[src/rtl/iexecute.sv]
// RV32I execute stage: operand forwarding, ALU, branch resolution and the EX/MEM register.
// Define IEXEC_MUL_EN to add the iterative shift-add multiplier (ALUControlE 110).
module iexecute #(
  parameter int XLEN    = 32,
  parameter int RD_W    = 6,
  parameter int MUL_CYC = 32
) (
  input  logic            clk,
  input  logic            reset,
  input  logic [XLEN-1:0] RD1E,
  input  logic [XLEN-1:0] RD2E,
  input  logic [XLEN-1:0] PCE,
  input  logic [XLEN-1:0] ImmExtE,
  input  logic [XLEN-1:0] PCPlus4E,
  input  logic [RD_W-1:0] RdE,
  input  logic [1:0]      ResultSrcE,
  input  logic            MemWriteE,
  input  logic            RegWriteE,
  input  logic            JumpE,
  input  logic            BranchE,
  input  logic            ALUSrcE,
  input  logic [2:0]      ALUControlE,
  input  logic [1:0]      ForwardAE,
  input  logic [1:0]      ForwardBE,
  input  logic [XLEN-1:0] ResultW,
  output logic            PCSrcE,
  output logic [XLEN-1:0] PCTargetE,
  output logic            BusyE,
  output logic [XLEN-1:0] ALUResultM,
  output logic [XLEN-1:0] WriteDataM,
  output logic [XLEN-1:0] PCPlus4M,
  output logic [RD_W-1:0] RdM,
  output logic [1:0]      ResultSrcM,
  output logic            MemWriteM,
  output logic            RegWriteM
);

  logic [XLEN-1:0] src_a;
  logic [XLEN-1:0] src_b;
  logic [XLEN-1:0] write_data;
  logic [XLEN-1:0] alu_result;
  logic [XLEN-1:0] result_e;
  logic            zero_e;

  always_comb begin
    case (ForwardAE)
      2'b10:   src_a = ALUResultM;
      2'b01:   src_a = ResultW;
      default: src_a = RD1E;
    endcase
    case (ForwardBE)
      2'b10:   write_data = ALUResultM;
      2'b01:   write_data = ResultW;
      default: write_data = RD2E;
    endcase
    src_b = ALUSrcE ? ImmExtE : write_data;
  end

  // Multiply is never computed here; code 110 reads 0 in the single-cycle path.
  always_comb begin
    case (ALUControlE)
      3'b000:  alu_result = src_a + src_b;
      3'b001:  alu_result = src_a - src_b;
      3'b010:  alu_result = src_a & src_b;
      3'b011:  alu_result = src_a | src_b;
      3'b101:  alu_result = {{(XLEN-1){1'b0}}, $signed(src_a) < $signed(src_b)};
      default: alu_result = '0;
    endcase
  end

  assign zero_e    = (alu_result == '0);
  assign PCSrcE    = JumpE | (BranchE & zero_e);
  assign PCTargetE = PCE + ImmExtE;

`ifdef IEXEC_MUL_EN
  // state | meaning
  // IDLE  | single-cycle ops; a 110 in E latches operands and starts MUL
  // MUL   | one shift-add step per cycle; last step writes the product to EX/MEM
  typedef enum logic {S_IDLE, S_MUL} state_t;

  localparam int CNT_W = $clog2(MUL_CYC);
  localparam logic [CNT_W-1:0] CNT_LAST = CNT_W'(MUL_CYC - 1);

  state_t          state;
  logic [CNT_W-1:0] cnt;
  logic [XLEN-1:0] mul_a;
  logic [XLEN-1:0] mul_b;
  logic [XLEN-1:0] acc;
  logic [XLEN-1:0] mul_product;
  logic            mul_start;
  logic            mul_last;

  assign mul_start   = (state == S_IDLE) && (ALUControlE == 3'b110);
  assign mul_last    = (state == S_MUL) && (cnt == CNT_LAST);
  assign mul_product = acc + (mul_b[0] ? mul_a : '0);
  // Busy is combinational so the mul itself is held in E until its final step.
  assign BusyE       = mul_start || ((state == S_MUL) && (cnt != CNT_LAST));
  assign result_e    = mul_last ? mul_product : alu_result;

  always_ff @(posedge clk) begin
    if (reset) begin
      state <= S_IDLE;
      cnt   <= '0;
      mul_a <= '0;
      mul_b <= '0;
      acc   <= '0;
    end else begin
      case (state)
        S_IDLE: begin
          if (mul_start) begin
            mul_a <= src_a;
            mul_b <= src_b;
            acc   <= '0;
            cnt   <= '0;
            state <= S_MUL;
          end
        end
        S_MUL: begin
          acc   <= mul_product;
          mul_a <= mul_a << 1;
          mul_b <= mul_b >> 1;
          cnt   <= cnt + 1'b1;
          if (mul_last) begin
            cnt   <= '0;
            state <= S_IDLE;
          end
        end
        default: state <= S_IDLE;
      endcase
    end
  end
`else
  assign BusyE    = 1'b0;
  assign result_e = alu_result;
`endif

  always_ff @(posedge clk) begin
    if (reset || BusyE) begin
      ALUResultM <= '0;
      WriteDataM <= '0;
      PCPlus4M   <= '0;
      RdM        <= '0;
      ResultSrcM <= 2'b00;
      MemWriteM  <= 1'b0;
      RegWriteM  <= 1'b0;
    end else begin
      ALUResultM <= result_e;
      WriteDataM <= write_data;
      PCPlus4M   <= PCPlus4E;
      RdM        <= RdE;
      ResultSrcM <= ResultSrcE;
      MemWriteM  <= MemWriteE;
      RegWriteM  <= RegWriteE;
    end
  end

endmodule
[config.mk]
export PLATFORM = sky130hd
export DESIGN_NAME = iexecute
export DESIGN_NICKNAME = d
export VERILOG_FILES = /design/src/rtl/iexecute.sv
export SDC_FILE = /design/constraint.sdc
export NUM_CORES = 1
export LEC_CHECK = 0
export ABC_AREA = 0
export BUFFER_PORTS_ARGS = -buffer_cell sky130_fd_sc_hd__buf_2
export CAP_MARGIN = 20
export CORE_ASPECT_RATIO = 0.75
export CORE_MARGIN = 4
export CORE_UTILIZATION = 41
export DETAILED_ROUTE_END_ITERATION = 6
export GPL_TIMING_DRIVEN = 0
export PLACE_DENSITY = 0.73
export SLEW_MARGIN = 20
export SYNTH_ARGS = -nofsm -noshare
export SYNTH_HDL_FRONTEND = slang
export SYNTH_SLANG_ARGS = --single-unit
export TNS_END_PERCENT = 50
[constraint.sdc]
create_clock -name clk -period 10 [get_ports clk]
set_input_delay 2 -clock clk [delete_from_list [all_inputs] [get_ports clk]]
set_output_delay 2 -clock clk [all_outputs]
set_load 0.01 [all_outputs]
After elaboration in Yosys (flattened, before gate mapping). Index checks and enable logic that the tools add are counted.

Reduce and logical (&&, ||, !) cells: 2. Equal/unequal tests: 8. Mux-type cells: 4. Bitwise gates (word level): 4. Add/sub/neg operators: 3. $lt $le $gt $ge: 1.

Operator list (number): 32-bit one-hot mux with 5 select lines (1); 32-bit one-hot mux with 2 select lines (2); 32-bit adder (2); 32-bit bitwise AND (1); 32-bit logical NOT (1); 32-bit < comparator (1); 32-bit two-way mux (1); 32-bit OR (1); 32-bit subtractor (1); 3-bit by 2-bit == test with 1-bit output, second input constant (2); 2-bit by 1-bit == test with 1-bit output, second input constant (2); 2-bit == test, second input constant (2); 3-bit by 1-bit == test with 1-bit output, second input constant (1); 3-bit == test, second input constant (1); 3-bit logical NOT (1); 1-bit bitwise AND (1); 1-bit OR (1).

Output and inout port bits: 140. Word-level logic and storage cells: 29. Bits in registers: 106.

Logic depth before layout (Yosys ltp).
Depth after elaboration: 8. Gate-level depth with buffers: 20. Gate-level depth less buffers: 20.

Worst setup path before layout. Ideal clock, no wire load.

Path kind: input port to output port. Start: in ForwardBE[0]. End: out PCSrcE. Path slack: 1982 ps. Arrival: 6018 ps. Stages on the path: 20. Required time: 8000 ps. Path through: inv_1 ha_1 clkbuf_1 buf_1 a21oi_1 o21ai_0 ha_1 inv_1 fa_1 nand3b_1 a21oi_1 o21ai_0 o21a_1 o21a_1 o211ai_1 a21oi_1 mux2i_1 nor4_1 o2111a_1 a41o_1.

Longest elaborated chain between the ends: 8. Elaborated cells on any way between the ends: 13. Those cells by class: add/sub (2); order compare (1); eq/ne (2); mux (3); bitwise (4); reduce/logical (1).

RTL lines: from (decl) (line 24) `input logic [1:0] ForwardBE,`; 2-bit by 1-bit == test with 1-bit output or 2-bit == test (tied branches) (line 51) `case (ForwardBE)`; 32-bit one-hot mux with 2 select lines * (line 51); 32-bit two-way mux * (line 56) `src_b = ALUSrcE ? ImmExtE : write_data;`; 32-bit subtractor, or another cell as far along (line 63) `3'b001: alu_result = src_a - src_b;`; 32-bit one-hot mux with 5 select lines * (line 61) `case (ALUControlE)`; 32-bit logical NOT * (line 71) `assign zero_e = (alu_result == '0);`; 1-bit bitwise AND * (line 72) `assign PCSrcE = JumpE | (BranchE & zero_e);`; 1-bit OR * (line 72); to (decl) (line 26) `output logic PCSrcE,`.

Mark *: on every way between the ends. The rest lies on a longest branch, timed or not.

Worst setup path in the final report. Ends and elaborated chain as after synthesis.

==> results.ini <==
[power_and_ir_drop]
switching_share_pct=45.7
vdd_drop_max_uv=85.7
p_int_w=0.000979
pwr-share-comb_pct=52.0
leakagePower_nw=6.47
p_per_area_nw_per_um2=134
p_sw_w=0.000825
p_clk_share_pct=21.8
p_seq_share_pct=26.2

[synthesis]
syn_nets=1857
syn_inst=1497
async_flop_share_pct=0
syn_area_per_cell_sq_um=7.34
synth_flop_cell=dfxtp_1
synth-edff-count=0
yosys_warnings=0
synth.top_cells.by_area=dfxtp_1 (19%), ha_1 (16%), a21oi_1 (5.8%), nor2_1 (5.5%), o21ai_0 (4.8%)
synth_seq_area_share_pct=19.3
synth.distinct_cells=93
yosys.area.top_type=dfxtp_1
synth_top_area_share_pct=19.3
ys_ff_latch=106
synth_area_sq_um=11000

[detailed_routing]
drcViolationCount=0
antenna_left=0
first_iter_violations=1546
vias_per_cell=5.90
routed-via-count=13000
wl_mm=50.5
drt_pass1_iterations=6
wire_per_inst_um=22.9

[floorplanning]
ios=354
fp.dieArea_sq_um=29500
core_sq_um=26200
initial_core_util_pct=42.0
rows=51
die_x_um=197
die_h_um=150

[sta]
slew_viol_final=0
rsz0062_at_grt=false
max_freq_mhz=103
hold_viol=0
period_needed_ps=9700
finalClockSkew_ps=8.27
tns_ps=0
finalCritPeriodShare_pct=97.0
setup_viol=0
max_slew_margin_pct=32.7
tightestPinTransition_ps=997

[setup_path]
crit_path_start_kind=input port
critical_path.endpoint_type=output port
cp.required_ps=8000
timing_worst_setup_path_type=input port to output port
path_max_fanout=10
arrival_ps=7700

[global_route]
grt_max_degree=23
grtUsageTotal_pct=32.0
grt_overflow=0
grt_pass1_wl_mm=72.8
grt_pass1_vias=12000
antenna_found_initial=3

[cts]
clock_latency_ps=370
cts_tree=done
cts_max_level=3
ctsLongestPathBuffers=2
cts_root_buf=clkbuf_16
cts_sinks=106
cts_buffers=9
clk_pin_slew_worst_paths_ps=90

[finish]
drive_gt1_share_pct=22.1
final_cell_area_sq_um=13500
areaGrowthSynthToFinish_pct=22.9
fin_nets=2218

[placed_design]
io_buffers=349
dpl.hpwl_mm=42.3
routabilityCongestion=1.05
placed_area_sq_um=13200

[run]
max-cap-violations=0

[worst_hold_path]
min_path_type=flop to flop

[run_status]
outcome=completed

-- worst max-delay path: stages --
cell and delay, ps:
buf_2 90, inv_1 40, ha_1 260, clkbuf_1 350, buf_1 410, a21oi_1 180
o21ai_1 560, ha_1 410, nor2_1 170, a211oi_1 120, o311ai_1 630, and3b_1 380
a211oi_1 160, or2_2 340, o311ai_0 880, nor4_1 130, o2111a_1 220, a41o_1 220
buf_2 140
-- repair_timing --
action	4_1_cts	5_1_grt
setup buffers	0	1
resized for setup	0	6
hold buffers	0	0
setup endpoints to repair	0	1
-- routing by layer --
layer | part of all wire [%] | global-route usage [%] | up-vias
li1 | - | - | 6030
met1 | 41 | 42.8 | 6112
met2 | 43 | 49.3 | 793
met3 | 13 | 10.8 | 96
met4 | 2.9 | 8.94 | 0
met5 | 0 | 0 | -
-- cell usage after synthesis (all sizes together), types with 5 or more instances --
| library cell | instances |
|---|---|
| o211ai | 19 |
| and2 | 12 |
| dfxtp | 106 |
| o311ai | 12 |
| nand2b | 17 |
| a211o | 5 |
| a211oi | 30 |
| nor2b | 53 |
| or2 | 6 |
| clkbuf | 67 |
| a221oi | 6 |
| a22oi | 69 |
| nor3 | 26 |
| nor4b | 5 |
| a31oi | 9 |
| nand4 | 13 |
| nand2 | 122 |
| inv | 114 |
| o21ai | 110 |
| o21a | 12 |
| nor4 | 6 |
| and3 | 15 |
| o31ai | 8 |
| nand3 | 20 |
| mux2i | 10 |
| xnor2 | 37 |
| o21bai | 17 |
| nor2 | 162 |
| ha | 143 |
| xor2 | 12 |
| a21o | 33 |
| a21oi | 129 |
| buf | 21 |
-- registers in the layout, summed over array words and instances (netlist names) --
| register | cells |
|---|---|
| ALUResultM | 32 |
| PCPlus4M | 32 |
| WriteDataM | 32 |
| RdM | 6 |
| ResultSrcM | 2 |
| MemWriteM | 1 |
| RegWriteM | 1 |
-- through the flow --
stage               instances  total power [W]  setup slack [ps]  util (%)  hold slack (ps)
floorplan                1497          0.00107              1980         -              674
global placement         2190          0.00138               224      50.3              674
detailed placement       2190          0.00138               229      50.3              684
CTS                      2206          0.00177               230      51.5              702
global route             2210          0.00189              30.2      51.6              767
finish                   2210          0.00180               300      51.6              725
-- final timing paths --
path	end	start	depth (start not counted)	slack [ps]
max	PCSrcE	ForwardBE[0]	19	300
min	WriteDataM[8]	ALUResultM[8]	4	720
max reg2reg	ALUResultM[30]	ALUResultM[0]	17	5110
min reg2reg	WriteDataM[8]	ALUResultM[8]	4	720
-- layout make-up --
cell class                 count  area (sq um)
fill                        2626         12700
multi-input combinational   1187          8060
sequential                   106          2120
timing repair buffer         350          1750
inverter                     116           435
tap                          344           430
buffer                        88           368
clock buffer                   9           225
clock inverter                 7          91.3
antenna                        3          7.51
-- power groups by stage --
stage                     clock [W]  combinational [W]  sequential [W]
after CTS                  0.000389           0.000909        0.000471
final                      0.000393           0.000939        0.000473
after detailed placement          0           0.000903        0.000481
after global placement            0           0.000898        0.000481
after floorplan                   0           0.000574        0.000492
after global routing       0.000402            0.00101        0.000474
-- cell usage in the layout (no fill, tap or decap), drive strengths merged, types with 6 or more instances in the layout --
master  instances
o311ai         12
a22oi          69
xor2           12
and2           12
and3           15
nor4            6
a21oi         129
a31oi           9
buf           371
o211ai         19
nor3           26
a211oi         30
clkbuf         76
nand2b         17
dfxtp         106
nand2         122
mux2i          10
nor2b          53
inv           118
o21ai         110
xnor2          37
o21bai         17
o31ai           8
nand4          13
a221oi          6
or2             6
ha            143
nor2          162
nand3          20
o21a           12
a21o           33
-- cells by family after synthesis --
logic type | Yosys count | synth area share (%)
AND/OR/NAND/NOR | 472 | 20.5
buffers and inverters | 204 | 7.30
XOR/XNOR | 49 | 3.91
multiplexers | 12 | 1.22
AO/OA/AOI/OAI | 507 | 30.9
flip-flops | 106 | 19.3
adder cells (fa/ha/maj) | 146 | 16.8
other | 1 | 0.0341
Note: power is estimated with default switching activity, not from simulation.
